## src/rtl/vga_timing_pkg.sv

```systemverilog
// vga_timing_pkg: default 640x480 raster timing and the shared coordinate width
package vga_timing_pkg;
  localparam int unsigned DEF_H_VISIBLE = 640;
  localparam int unsigned DEF_H_FRONT   = 16;
  localparam int unsigned DEF_H_SYNC    = 96;
  localparam int unsigned DEF_H_BACK    = 48;
  localparam int unsigned DEF_V_VISIBLE = 480;
  localparam int unsigned DEF_V_FRONT   = 10;
  localparam int unsigned DEF_V_SYNC    = 2;
  localparam int unsigned DEF_V_BACK    = 33;
  localparam int unsigned DEF_H_TOTAL   = DEF_H_VISIBLE + DEF_H_FRONT + DEF_H_SYNC + DEF_H_BACK;
  localparam int unsigned DEF_V_TOTAL   = DEF_V_VISIBLE + DEF_V_FRONT + DEF_V_SYNC + DEF_V_BACK;
  localparam int unsigned CW            = 11;
  typedef logic [CW-1:0] coord_t;
endpackage

```

## src/rtl/sync_delay_line.sv

```systemverilog
// sync_delay_line: DEPTH-stage chain for {video_on, hs_n, vs_n}, reset to blanked/idle
module sync_delay_line #(
  parameter int DEPTH = 1
) (
  input  logic       clk,
  input  logic       rst_n,
  input  logic [2:0] d_i,
  output logic [2:0] q_o
);
  logic [2:0] stg_q [DEPTH];
  always_ff @(posedge clk or negedge rst_n) begin
    if (!rst_n) begin
      for (int i = 0; i < DEPTH; i++) stg_q[i] <= 3'b011;
    end else begin
      stg_q[0] <= d_i;
      for (int i = 1; i < DEPTH; i++) stg_q[i] <= stg_q[i-1];
    end
  end
  assign q_o = stg_q[DEPTH-1];
endmodule

```

## src/rtl/vga_scan.sv

```systemverilog
// vga_scan: pixel strobe, raster counters and delayed sync/blank for the hourglass display
module vga_scan
  import vga_timing_pkg::*;
#(
  parameter int unsigned H_VISIBLE  = DEF_H_VISIBLE,
  parameter int unsigned H_FRONT    = DEF_H_FRONT,
  parameter int unsigned H_SYNC     = DEF_H_SYNC,
  parameter int unsigned H_BACK     = DEF_H_BACK,
  parameter int unsigned V_VISIBLE  = DEF_V_VISIBLE,
  parameter int unsigned V_FRONT    = DEF_V_FRONT,
  parameter int unsigned V_SYNC     = DEF_V_SYNC,
  parameter int unsigned V_BACK     = DEF_V_BACK,
  parameter int unsigned PIX_DIV    = 2,
  parameter int unsigned SYNC_DELAY = 1
) (
  input  logic          clk,
  input  logic          BTN_S,
  output logic          pix_en,
  output logic [CW-1:0] visible_col,
  output logic [CW-1:0] visible_row,
  output logic          video_on,
  output logic          hsync,
  output logic          vsync,
  output logic          frame_start
);
  localparam coord_t H_LAST = coord_t'(H_VISIBLE + H_FRONT + H_SYNC + H_BACK - 1);
  localparam coord_t V_LAST = coord_t'(V_VISIBLE + V_FRONT + V_SYNC + V_BACK - 1);
  localparam coord_t H_VIS  = coord_t'(H_VISIBLE);
  localparam coord_t V_VIS  = coord_t'(V_VISIBLE);
  localparam coord_t HS_BEG = coord_t'(H_VISIBLE + H_FRONT);
  localparam coord_t HS_END = coord_t'(H_VISIBLE + H_FRONT + H_SYNC);
  localparam coord_t VS_BEG = coord_t'(V_VISIBLE + V_FRONT);
  localparam coord_t VS_END = coord_t'(V_VISIBLE + V_FRONT + V_SYNC);
  logic [1:0] div_q, div_d;
  coord_t     col_q, col_d, row_q, row_d;
  logic       fs_q, fs_d, h_end, v_end, active, hs_n, vs_n;
  logic [2:0] dly;
  always_comb begin
    pix_en = div_q == 2'(PIX_DIV - 1);
    h_end  = col_q == H_LAST;
    v_end  = row_q == V_LAST;
    div_d  = pix_en ? 2'd0 : 2'(div_q + 2'd1);
    col_d  = pix_en ? (h_end ? '0 : coord_t'(col_q + 1)) : col_q;
    row_d  = (pix_en && h_end) ? (v_end ? '0 : coord_t'(row_q + 1)) : row_q;
    fs_d   = pix_en && h_end && v_end;
    active = (col_q < H_VIS) && (row_q < V_VIS);
    hs_n   = !((col_q >= HS_BEG) && (col_q < HS_END));
    vs_n   = !((row_q >= VS_BEG) && (row_q < VS_END));
  end
  always_ff @(posedge clk or negedge BTN_S) begin
    if (!BTN_S) begin
      div_q <= '0;
      col_q <= '0;
      row_q <= '0;
      fs_q  <= 1'b0;
    end else begin
      div_q <= div_d;
      col_q <= col_d;
      row_q <= row_d;
      fs_q  <= fs_d;
    end
  end
  // decodes are delayed to line up with the pixel tests' registered outputs
  sync_delay_line #(.DEPTH(SYNC_DELAY)) u_dly (
    .clk   (clk),
    .rst_n (BTN_S),
    .d_i   ({active, hs_n, vs_n}),
    .q_o   (dly)
  );
  assign {video_on, hsync, vsync} = dly;
  assign visible_col = col_q;
  assign visible_row = row_q;
  assign frame_start = fs_q;
endmodule

```

## config.mk

```make
export PLATFORM = sky130hd
export DESIGN_NAME = vga_scan
export DESIGN_NICKNAME = d
export VERILOG_FILES = /design/src/rtl/vga_timing_pkg.sv /design/src/rtl/sync_delay_line.sv /design/src/rtl/vga_scan.sv
export SDC_FILE = /design/constraint.sdc
export NUM_CORES = 1
export LEC_CHECK = 0
export CORE_ASPECT_RATIO = 1.4
export CORE_MARGIN = 4
export CORE_UTILIZATION = 54
export CTS_CLUSTER_SIZE = 8
export DETAILED_ROUTE_END_ITERATION = 12
export PLACE_DENSITY = 0.84
export REMOVE_ABC_BUFFERS = 1
export SYNTH_ARGS = -nofsm -noshare
export SYNTH_HDL_FRONTEND = slang
export SYNTH_SLANG_ARGS = --single-unit
```

## constraint.sdc

```tcl
create_clock -name clk -period 3.4 [get_ports clk]
set_clock_uncertainty 0.2 [all_clocks]
set_input_delay 0.51 -clock clk [delete_from_list [all_inputs] [get_ports clk]]
set_output_delay 0.51 -clock clk [all_outputs]
set_load 0.005 [all_outputs]
```

==> tab_implementation.tex, run 1 <==
\begin{tabular}{lr}
\hline
Metric & Value \\
\hline
\multicolumn{2}{l}{\textbf{Run status}} \\
Run status & complete, no violations \\
\multicolumn{2}{l}{\textbf{Die}} \\
Std-Cell Core Area & 2440 µm² \\
Height of the die & 68.2 µm \\
X dimension of the die & 51.0 µm \\
Effective utilization at floorplan & 57.2\% \\
Core Rows & 21 \\
Total I/O pin count & 29 \\
Area of the die & 3480 µm² \\
\multicolumn{2}{l}{\textbf{Placement}} \\
Cell Count Post-Placement & 199 \\
Buffers added on ports & 28 \\
Detailed placer's ending HPWL & 2.25 mm \\
Cell area reported after detailed placement & 1710 µm² \\
Post-Place Setup Slack & 1.13 ns \\
Final Wtd Congestion & 0.884 \\
\multicolumn{2}{l}{\textbf{Yosys}} \\
Gate Count Post-Synth & 140 \\
Synth Area per Inst & 9.98 µm² \\
Area contributors post-synth & sky130\_fd\_sc\_hd\_\_dfrtp\_1, sky130\_fd\_sc\_hd\_\_xor2\_1, sky130\_fd\_sc\_hd\_\_dfstp\_2, sky130\_fd\_sc\_hd\_\_a22o\_1, sky130\_fd\_sc\_hd\_\_o21ai\_0 \\
Most used flip-flop cell after synthesis & sky130\_fd\_sc\_hd\_\_dfrtp\_1 \\
Synth unique cells & 34 \\
Count of flip-flops with a built-in enable after synthesis & 0 \\
Async set or reset register ratio after synthesis & 100\% \\
Warnings from Yosys & 0 \\
Cell accounting for the most synthesized area & sky130\_fd\_sc\_hd\_\_dfrtp\_1 \\
FF+latch count, synth & 28 \\
Share of the yosys chip area belonging to registers & 50.3\% \\
Most common library cells after synthesis & sky130\_fd\_sc\_hd\_\_dfrtp\_1, sky130\_fd\_sc\_hd\_\_nor2\_1, sky130\_fd\_sc\_hd\_\_o21ai\_0 \\
Most numerous cell in the Yosys netlist & sky130\_fd\_sc\_hd\_\_dfrtp\_1 \\
Post-Synthesis Cell Area & 1400 µm² \\
Synth top area share & 46.6\% \\
\multicolumn{2}{l}{\textbf{Power}} \\
Cell leakage power & 0.733 nW \\
PwrDens & 287 nW/µm² \\
Maximum ir drop on the vdd rail & 0.240 mV \\
\multicolumn{2}{l}{\textbf{Timing}} \\
Worst-case headroom to the max-slew limit & 69.2\% \\
Number of hold violations in the final report & 0 \\
RSZ-0062 raised after global routing & false \\
Setup-failing EPs final & 0 \\
Worst-Margin Slew & 0.460 ns \\
Max Slew Vio Count & 0 \\
Share of the cycle needed by the critical path after routing & 69.0\% \\
Fmax & 426 MHz \\
Fin crit period & 2.35 ns \\
Sum of negative setup slack & 0 ns \\
Worst setup margin & 1.05 ns \\
\multicolumn{2}{l}{\textbf{Clock tree}} \\
TritonCTS clock tree & done \\
Setup bufs post-CTS & 0 \\
TritonCTS Sinks & 28 \\
Clock transition at the register clock pins on the worst setup and hold paths after CTS & 0.14 ns \\
Hold-fix buffers, CTS & 0 \\
Clock latency on the worst-skew pair & 0.31 ns \\
\# resized after CTS & 0 \\
Clock Tree Root & sky130\_fd\_sc\_hd\_\_clkbuf\_4 \\
Buffer levels on the longest clock path & 2 \\
TritonCTS buffer count & 3 \\
Number of H-tree levels & 1 \\
\multicolumn{2}{l}{\textbf{Final layout}} \\
Util after Layout & 71.3\% \\
Total Nets Final & 175 \\
Share of layout cells above drive strength 1 & 4.73\% \\
Layout-stage area growth over the synthesis result & 24.7\% \\
Area of all placed cells without fillers & 1740 µm² \\
Filler-free cell count of the finished design & 203 \\
ANT cells & 0 \\
\multicolumn{2}{l}{\textbf{Detailed routing}} \\
Starting DRT DRC Count & 34 \\
Drc violations & 0 \\
DR vias & 1,176 \\
Antenna viol nets, final & 0 \\
Number of iterations in the first detailed-routing pass & 6 \\
WL final & 3.00 mm \\
Wirelength per Cell & 14.8 µm \\
Vias/cell & 5.79 \\
\multicolumn{2}{l}{\textbf{Hold path}} \\
Worst Min Path Start & div\_q[0] \\
Worst-case hold path end point & div\_q[0] \\
Class of the tightest hold or removal check & register to register \\
Cells on Worst Hold Path & 1 \\
\multicolumn{2}{l}{\textbf{Global routing}} \\
Wire length of the first global-routing pass & 5.06 mm \\
Maximum number of pins on one net before global-route repair & 29 \\
Total routing usage reported by global routing & 19.1\% \\
Number of antenna violations at the first check in global routing & 0 \\
Vias in the first global route & 1,161 \\
Total congestion overflow after global routing & 0 \\
\multicolumn{2}{l}{\textbf{Setup path}} \\
Element type at the critical path start & register \\
Reg2reg path depth & 5 \\
Slack of the worst reg-to-reg path & 1.08 ns \\
Data required, critical path & 2.69 ns \\
Capture point of the worst reg-to-reg path & visible\_row[2] \\
Kind of end point of the critical path & output pin \\
Beginning of the worst register-to-register path & visible\_col[0] \\
Category of the most critical setup path & register to output pin \\
Crit path arrival time & 1.64 ns \\
Highest fanout seen on the critical path & 8 \\
\multicolumn{2}{l}{\textbf{Job}} \\
Total of max-cap violations & 0 \\
\hline
\end{tabular}
## kinds of logic (layout without fill, tap and decap cells)
| family | Yosys count | count (layout) | synth area share (%) |
|---|---|---|---|
| flip-flops | 28 | 28 | 50.3 |
| buffers and inverters | 12 | 41 | 3.94 |
| adder cells (fa/ha/maj) | 3 | 3 | 2.69 |
| AND/OR/NAND/NOR | 67 | 67 | 27.6 |
| AO/OA/AOI/OAI | 19 | 19 | 8.59 |
| XOR/XNOR | 11 | 11 | 6.89 |
## layout make-up
type	instances	area (µm²)
Timing Repair Buffer	30	295
Inverter	7	26.3
Tap cell	34	42.5
Multi-Input combinational cell	100	639
Fill cell	191	701
Sequential cell	28	703
Clock buffer	4	36.3
## registers in the layout (all words and copies together), names as in the netlist
| signal | flops |
|---|---|
| visible_col | 11 |
| visible_row | 11 |
| u_dly.q_o | 3 |
| div_q | 2 |
| frame_start | 1 |
## where the power goes
| part | internal (mW) | switching, mW |
|---|---|---|
| logic | 0.00175 | 0.00638 |
| registers | 0.333 | 0 |
| clock network | 0.0654 | 0.0933 |
## routing by layer
metal	share of wire [%]	wire length [µm]	track usage (%)	up-vias
met3	3.5	105	3.70	6
met4	1.4	41	8.42	0
met1	41	1240	22.4	574
li1	-	-	-	561
met2	54	1620	33.7	35
met5	0	0	0	-
## critical path: stages, from the launching register on
cell and delay, ns:
sky130_fd_sc_hd__dfrtp_1 0.41, sky130_fd_sc_hd__nand2b_1 0.25, sky130_fd_sc_hd__inv_1 0.15, sky130_fd_sc_hd__clkdlybuf4s50_1 0.51
## stage by stage
step	total power [mW]	hold slack (ns)
floorplan	0.339	0.0144
global placement	0.348	0.263
detailed placement	0.348	0.264
CTS	0.505	0.285
global route	0.518	0.309
finish	0.500	0.284
## placed cells by master, fill, tap and decap left out, types with 3 or more instances in the layout
cell / n
sky130_fd_sc_hd__clkdlybuf4s50_1: 28
sky130_fd_sc_hd__nor3b_1: 3
sky130_fd_sc_hd__and2_1: 4
sky130_fd_sc_hd__ha_1: 3
sky130_fd_sc_hd__o21ai_0: 9
sky130_fd_sc_hd__nor3_1: 6
sky130_fd_sc_hd__nor2_1: 11
sky130_fd_sc_hd__nor4b_1: 3
sky130_fd_sc_hd__clkbuf_4: 3
sky130_fd_sc_hd__nand4_1: 7
sky130_fd_sc_hd__a22o_1: 6
sky130_fd_sc_hd__nand2_1: 8
sky130_fd_sc_hd__xnor2_1: 4
sky130_fd_sc_hd__inv_1: 7
sky130_fd_sc_hd__dfrtp_1: 26
sky130_fd_sc_hd__nand3_1: 8
sky130_fd_sc_hd__and3_1: 4
sky130_fd_sc_hd__xor2_1: 7
## worst max path at each step
stage,start,end
final,div_q[1],pix_en
after detailed placement,visible_col[0],visible_row[2]
after floorplan,visible_col[0],visible_row[10]
after global routing,visible_col[0],visible_row[2]
after global placement,visible_col[0],visible_row[7]
after CTS,div_q[1],pix_en
Note: power is estimated with default switching activity, not from simulation.
==> inputs of run 2 (changes only) <==
Settings changed: CORE_UTILIZATION 54 to 50, PLACE_DENSITY 0.84 to 0.78.
Clock period 3.4 ns to 2.44 ns, I/O delays scaled along.
==> run 2 against run 1 <==
Against the previous run: final cell count up 1.5%; worst setup slack worse by 0.92 ns; global-route usage rose by 0.27 points; flip-flop and latch count did not move; via count shrank 1.4%; clock power rose by 40%; cell area increased by 0.57%; sequential power is 39% higher; total power increased by 39%; register-to-register slack got worse by 0.95 ns; combinational power increased by 39%; die area up 6.9%; critical path type is now register to register.
==> tab_implementation.tex, run 2 (synthesized netlist as in run 1, its figures left out) <==
\begin{tabular}{lr}
\hline
Metric & Value \\
\hline
\multicolumn{2}{l}{\textbf{Detailed routing}} \\
Antenna viol nets, final & 0 \\
WL final & 3.19 mm \\
Vias/cell & 5.63 \\
Wirelength per Cell & 15.5 µm \\
Number of iterations in the first detailed-routing pass & 4 \\
Drc violations & 0 \\
DR vias & 1,160 \\
Starting DRT DRC Count & 55 \\
\multicolumn{2}{l}{\textbf{Final layout}} \\
Area of all placed cells without fillers & 1750 µm² \\
Filler-free cell count of the finished design & 206 \\
ANT cells & 0 \\
Layout-stage area growth over the synthesis result & 25.4\% \\
Share of layout cells above drive strength 1 & 5.29\% \\
Commonest cells after routing, fill and taps aside & sky130\_fd\_sc\_hd\_\_clkdlybuf4s50\_1, sky130\_fd\_sc\_hd\_\_dfrtp\_1, sky130\_fd\_sc\_hd\_\_nor2\_1 \\
Util after Layout & 66.3\% \\
Most common cell after layout, fill and taps aside & sky130\_fd\_sc\_hd\_\_clkdlybuf4s50\_1 \\
Total Nets Final & 176 \\
\multicolumn{2}{l}{\textbf{Placement}} \\
Buffers added on ports & 28 \\
Detailed placer's ending HPWL & 2.36 mm \\
Final Wtd Congestion & 0.885 \\
Cell Count Post-Placement & 202 \\
Cell area reported after detailed placement & 1720 µm² \\
\multicolumn{2}{l}{\textbf{Power}} \\
Clock share of power & 31.8\% \\
Sequential Power Share & 66.6\% \\
PwrDens & 398 nW/µm² \\
Net switching share of the total power & 20.0\% \\
P\_sw & 0.139 mW \\
Cell leakage power & 0.738 nW \\
Internal Power & 0.558 mW \\
Maximum ir drop on the vdd rail & 0.353 mV \\
Sum of internal, switching and leakage power & 0.697 mW \\
Combinational share of power & 1.6\% \\
\multicolumn{2}{l}{\textbf{Timing}} \\
Fmax & 432 MHz \\
Max Slew Vio Count & 0 \\
Setup-failing EPs final & 0 \\
Worst-case headroom to the max-slew limit & 69.7\% \\
RSZ-0062 raised after global routing & false \\
Fin crit period & 2.31 ns \\
Worst-Margin Slew & 0.453 ns \\
Share of the cycle needed by the critical path after routing & 94.8\% \\
Number of hold violations in the final report & 0 \\
\multicolumn{2}{l}{\textbf{Global routing}} \\
Vias in the first global route & 1,252 \\
Number of antenna violations at the first check in global routing & 0 \\
Maximum number of pins on one net before global-route repair & 29 \\
Total routing usage reported by global routing & 19.4\% \\
Wire length of the first global-routing pass & 5.55 mm \\
Total congestion overflow after global routing & 0 \\
\multicolumn{2}{l}{\textbf{Die}} \\
X dimension of the die & 52.7 µm \\
Effective utilization at floorplan & 52.9\% \\
Core Rows & 22 \\
Std-Cell Core Area & 2640 µm² \\
Total I/O pin count & 29 \\
Area of the die & 3720 µm² \\
Height of the die & 70.6 µm \\
\multicolumn{2}{l}{\textbf{Job}} \\
Total of max-cap violations & 0 \\
\multicolumn{2}{l}{\textbf{Clock tree}} \\
Setup bufs post-CTS & 0 \\
Clock Tree Root & sky130\_fd\_sc\_hd\_\_clkbuf\_4 \\
\# resized after CTS & 0 \\
Clock latency on the worst-skew pair & 0.32 ns \\
Hold-fix buffers, CTS & 0 \\
Buffer levels on the longest clock path & 2 \\
TritonCTS buffer count & 3 \\
TritonCTS clock tree & done \\
TritonCTS Sinks & 28 \\
Clock transition at the register clock pins on the worst setup and hold paths after CTS & 0.15 ns \\
Number of H-tree levels & 1 \\
\multicolumn{2}{l}{\textbf{Setup path}} \\
Crit path arrival time & 2.38 ns \\
Family of cells with the greatest summed delay on the critical path & simple AND/OR/NAND/NOR gates \\
Bufs and invs on worst path & 0 \\
Element type at the critical path start & register \\
Highest fanout seen on the critical path & 7 \\
Slowest-stage cell, CP & sky130\_fd\_sc\_hd\_\_or4b\_1 \\
Largest stage delay, worst path & 0.65 ns \\
Ordered cell list for the critical path & ha\_1, nand3\_1, or4b\_1, nor2\_1, a22o\_1 \\
Kind of end point of the critical path & register \\
Data required, critical path & 2.50 ns \\
Category of the most critical setup path & register to register \\
\multicolumn{2}{l}{\textbf{Hold path}} \\
Class of the tightest hold or removal check & input pin to asynchronous set/reset pin \\
\multicolumn{2}{l}{\textbf{Run status}} \\
Run status & complete, no violations \\
\hline
\end{tabular}
## run 2: worst paths after layout
path,start,end,slack (ns),depth (start not counted)
min reg2reg,div_q[0],div_q[0],0.29,1
min,BTN_S,visible_row[2],0.21,2
max,visible_col[0],visible_row[1],0.13,5
min in group clk,div_q[0],div_q[0],0.29,1
max in group asynchronous,BTN_S,u_dly.q_o[1],1.53,2
max reg2reg,visible_col[0],visible_row[1],0.13,5
## run 2: metal layers
layer	up-vias	GRT usage, %	part of all wire [%]
li1	561	-	-
met1	563	22.5	39
met2	34	34.9	56
met3	2	2.74	4.2
met4	0	7.10	0.66
met5	-	0	0
## run 2: cell type report
class | instances | area [µm²]
Timing Repair Buffer | 31 | 303
Inverter | 7 | 26.3
Tap cell | 36 | 45.0
Clock buffer | 4 | 36.3
Multi-Input combinational cell | 100 | 639
Fill cell | 226 | 890
Sequential cell | 28 | 703
## run 2: power by group through the flow
stage | Clock, mW | Sequential (mW) | Combinational [mW]
final | 0.222 | 0.464 | 0.0113
after CTS | 0.229 | 0.464 | 0.0119
after detailed placement | 0 | 0.473 | 0.0120
after global placement | 0 | 0.473 | 0.0117
after global routing | 0.249 | 0.465 | 0.0132
after floorplan | 0 | 0.473 | 0.000000235
## run 2: through the flow
stage / setup WS, ns / setup TNS [ns] / hold WS, ns
floorplan: -0.0769 / -0.385 / -0.130
global placement: 0.261 / 0 / 0.270
detailed placement: 0.191 / 0 / 0.272
CTS: 0.153 / 0 / 0.209
global route: 0.0414 / 0 / 0.218
finish: 0.128 / 0 / 0.206
==> inputs of run 3 (changes only) <==
Settings changed: CAP_MARGIN from default to 20, CORE_UTILIZATION 50 to 45, PLACE_DENSITY 0.78 to 0.74.
Clock period 2.44 ns to 2.05 ns, I/O delays scaled along.
==> run 3 against run 2 <==
Against the previous run: combinational power up 17%; register-to-register slack got worse by 0.10 ns; sequential power increased by 19%; die area is 9.6% higher; routed wire length rose by 17%; worst setup slack got worse by 0.10 ns; critical path depth is the same; critical path type unchanged; critical endpoint is now visible_row[7]; largest cell class unchanged; highest routed layer unchanged.
==> tab_implementation.tex, run 3 (synthesized netlist as in run 1, its figures left out) <==
\begin{tabular}{lr}
\hline
Metric & Value \\
\hline
\multicolumn{2}{l}{\textbf{Placement}} \\
Cell area reported after detailed placement & 1880 µm² \\
Detailed placer's ending HPWL & 2.68 mm \\
Buffers added on ports & 28 \\
Cell Count Post-Placement & 224 \\
Final Wtd Congestion & 0.906 \\
\multicolumn{2}{l}{\textbf{Setup path}} \\
Element type at the critical path start & register \\
Capture point of the worst reg-to-reg path & visible\_row[7] \\
Setup crit start & visible\_col[1] \\
Crit path arrival time & 2.03 ns \\
Reg2reg path depth & 5 \\
Beginning of the worst register-to-register path & visible\_col[1] \\
Category of the most critical setup path & register to register \\
Data required, critical path & 2.05 ns \\
Slowest-stage cell, CP & sky130\_fd\_sc\_hd\_\_or4b\_4 \\
Largest stage delay, worst path & 0.57 ns \\
Highest fanout seen on the critical path & 3 \\
Ordered cell list for the critical path & ha\_2, nand3\_2, or4b\_4, or4\_1, o21ai\_1 \\
Kind of end point of the critical path & register \\
Slack of the worst reg-to-reg path & 0.02 ns \\
\multicolumn{2}{l}{\textbf{Final layout}} \\
Filler-free cell count of the finished design & 233 \\
Total Nets Final & 202 \\
Commonest cells after routing, fill and taps aside & sky130\_fd\_sc\_hd\_\_buf\_4, sky130\_fd\_sc\_hd\_\_dfrtp\_1, sky130\_fd\_sc\_hd\_\_clkdlybuf4s50\_1 \\
Layout-stage area growth over the synthesis result & 44.0\% \\
Area of all placed cells without fillers & 2010 µm² \\
Most common cell after layout, fill and taps aside & sky130\_fd\_sc\_hd\_\_buf\_4 \\
ANT cells & 0 \\
Share of layout cells above drive strength 1 & 21.4\% \\
Fill cell count & 244 \\
\multicolumn{2}{l}{\textbf{Die}} \\
Std-Cell Core Area & 2940 µm² \\
Effective utilization at floorplan & 47.6\% \\
X dimension of the die & 55.1 µm \\
Total I/O pin count & 29 \\
Height of the die & 73.9 µm \\
Core Rows & 23 \\
Area of the die & 4070 µm² \\
\multicolumn{2}{l}{\textbf{Clock tree}} \\
Clock transition at the register clock pins on the worst setup and hold paths after CTS & 0.09 ns \\
TritonCTS Sinks & 28 \\
Hold-fix buffers, CTS & 0 \\
Buffer levels on the longest clock path & 2 \\
Clock Tree Root & sky130\_fd\_sc\_hd\_\_clkbuf\_8 \\
TritonCTS buffer count & 3 \\
Clock latency on the worst-skew pair & 0.27 ns \\
Number of H-tree levels & 1 \\
TritonCTS clock tree & done \\
\multicolumn{2}{l}{\textbf{Detailed routing}} \\
WL final & 3.74 mm \\
Drc violations & 0 \\
DR vias & 1,328 \\
Number of iterations in the first detailed-routing pass & 4 \\
Vias/cell & 5.70 \\
Antenna viol nets, final & 0 \\
Starting DRT DRC Count & 51 \\
Wirelength per Cell & 16.0 µm \\
\multicolumn{2}{l}{\textbf{Global routing}} \\
Total routing usage reported by global routing & 20.2\% \\
Wire length of the first global-routing pass & 5.97 mm \\
Number of antenna violations at the first check in global routing & 0 \\
Maximum number of pins on one net before global-route repair & 29 \\
Total congestion overflow after global routing & 0 \\
Vias in the first global route & 1,337 \\
\multicolumn{2}{l}{\textbf{Job}} \\
Total of max-cap violations & 0 \\
\multicolumn{2}{l}{\textbf{Hold path}} \\
Class of the tightest hold or removal check & input pin to asynchronous set/reset pin \\
\multicolumn{2}{l}{\textbf{Power}} \\
Combinational share of power & 1.3\% \\
Sequential Power Share & 55.5\% \\
Clock share of power & 43.2\% \\
Internal Power & 0.816 mW \\
Maximum ir drop on the vdd rail & 0.411 mV \\
PwrDens & 494 nW/µm² \\
P\_sw & 0.178 mW \\
Cell leakage power & 0.906 nW \\
Sum of internal, switching and leakage power & 0.995 mW \\
Net switching share of the total power & 17.9\% \\
\multicolumn{2}{l}{\textbf{Timing}} \\
Fmax & 493 MHz \\
Fin crit period & 2.03 ns \\
Share of the cycle needed by the critical path after routing & 98.9\% \\
Setup-failing EPs final & 0 \\
RSZ-0062 raised after global routing & true \\
Max Slew Vio Count & 0 \\
Worst-case headroom to the max-slew limit & 71.9\% \\
Worst-Margin Slew & 0.416 ns \\
Hold Worst Slack & 0.197 ns \\
Number of hold violations in the final report & 0 \\
\multicolumn{2}{l}{\textbf{Run status}} \\
Run status & complete, no violations \\
\hline
\end{tabular}
[run 3: worst max-delay path by stage]
stage                     cells past startpoint              end  slack (ns)
final                                         5   visible_row[7]        0.02
after global routing                          5   visible_row[7]       -0.03
after CTS                                     5   visible_row[7]       0.009
after detailed placement                      5   visible_row[7]       -0.02
after global placement                        4   visible_row[7]      -0.002
after floorplan                               5  visible_row[10]       -0.47
[run 3: area by class of cell]
type                    count  area, µm²  share of cell area [%]
clock buffers               3       41.3                    2.05
repair buffers             57        499                    24.8
well taps                  37       46.3                    2.30
flip-flops and latches     28        703                    35.0
multi-input cells         100        666                    33.1
inverters                   7       26.3                    1.31
clock inverters             1       30.0                    1.49
[run 3: power by group through the flow]
stage	combinational [mW]	sequential [mW]	clock, mW
detailed placement	0.0139	0.563	0
global placement	0.0141	0.563	0
floorplan	0.000000235	0.563	0
finish	0.0132	0.552	0.429
CTS	0.0140	0.552	0.438
global route	0.0153	0.552	0.457
[run 3: critical path: cells and delay by family (launching register included)]
family	cells	cell delay, ns
AND/OR/NAND/NOR	3	1.08
flip-flops	1	0.38
adder cells (fa/ha/maj)	1	0.21
AO/OA/AOI/OAI	1	0.09
[run 3: stage by stage]
step                      util [%]  setup slack, ns  setup TNS (ns)
after floorplan                  -           -0.467           -3.74
after global placement        63.9         -0.00179        -0.00179
after detailed placement      63.9          -0.0247         -0.0247
after CTS                     67.6          0.00880               0
after global routing          68.5          -0.0341         -0.0618
final                         68.5           0.0234               0
[run 3: timing repair]
| action | in CTS | in global routing |
|---|---|---|
| gates resized for setup | 5 | 4 |
| hold endpoints to repair | 0 | 0 |
| setup endpoints to repair | 2 | 7 |
| pin swaps | 0 | 3 |
| buffers inserted | 3 | 2 |
[run 3: layer usage]
layer | share of wire, % | up-vias | global-route usage, %
met5 | 0 | - | 0
li1 | - | 613 | -
met4 | 2.0 | 0 | 9.73
met3 | 4.6 | 10 | 2.81
met2 | 58 | 51 | 37.5
met1 | 35 | 654 | 21.2
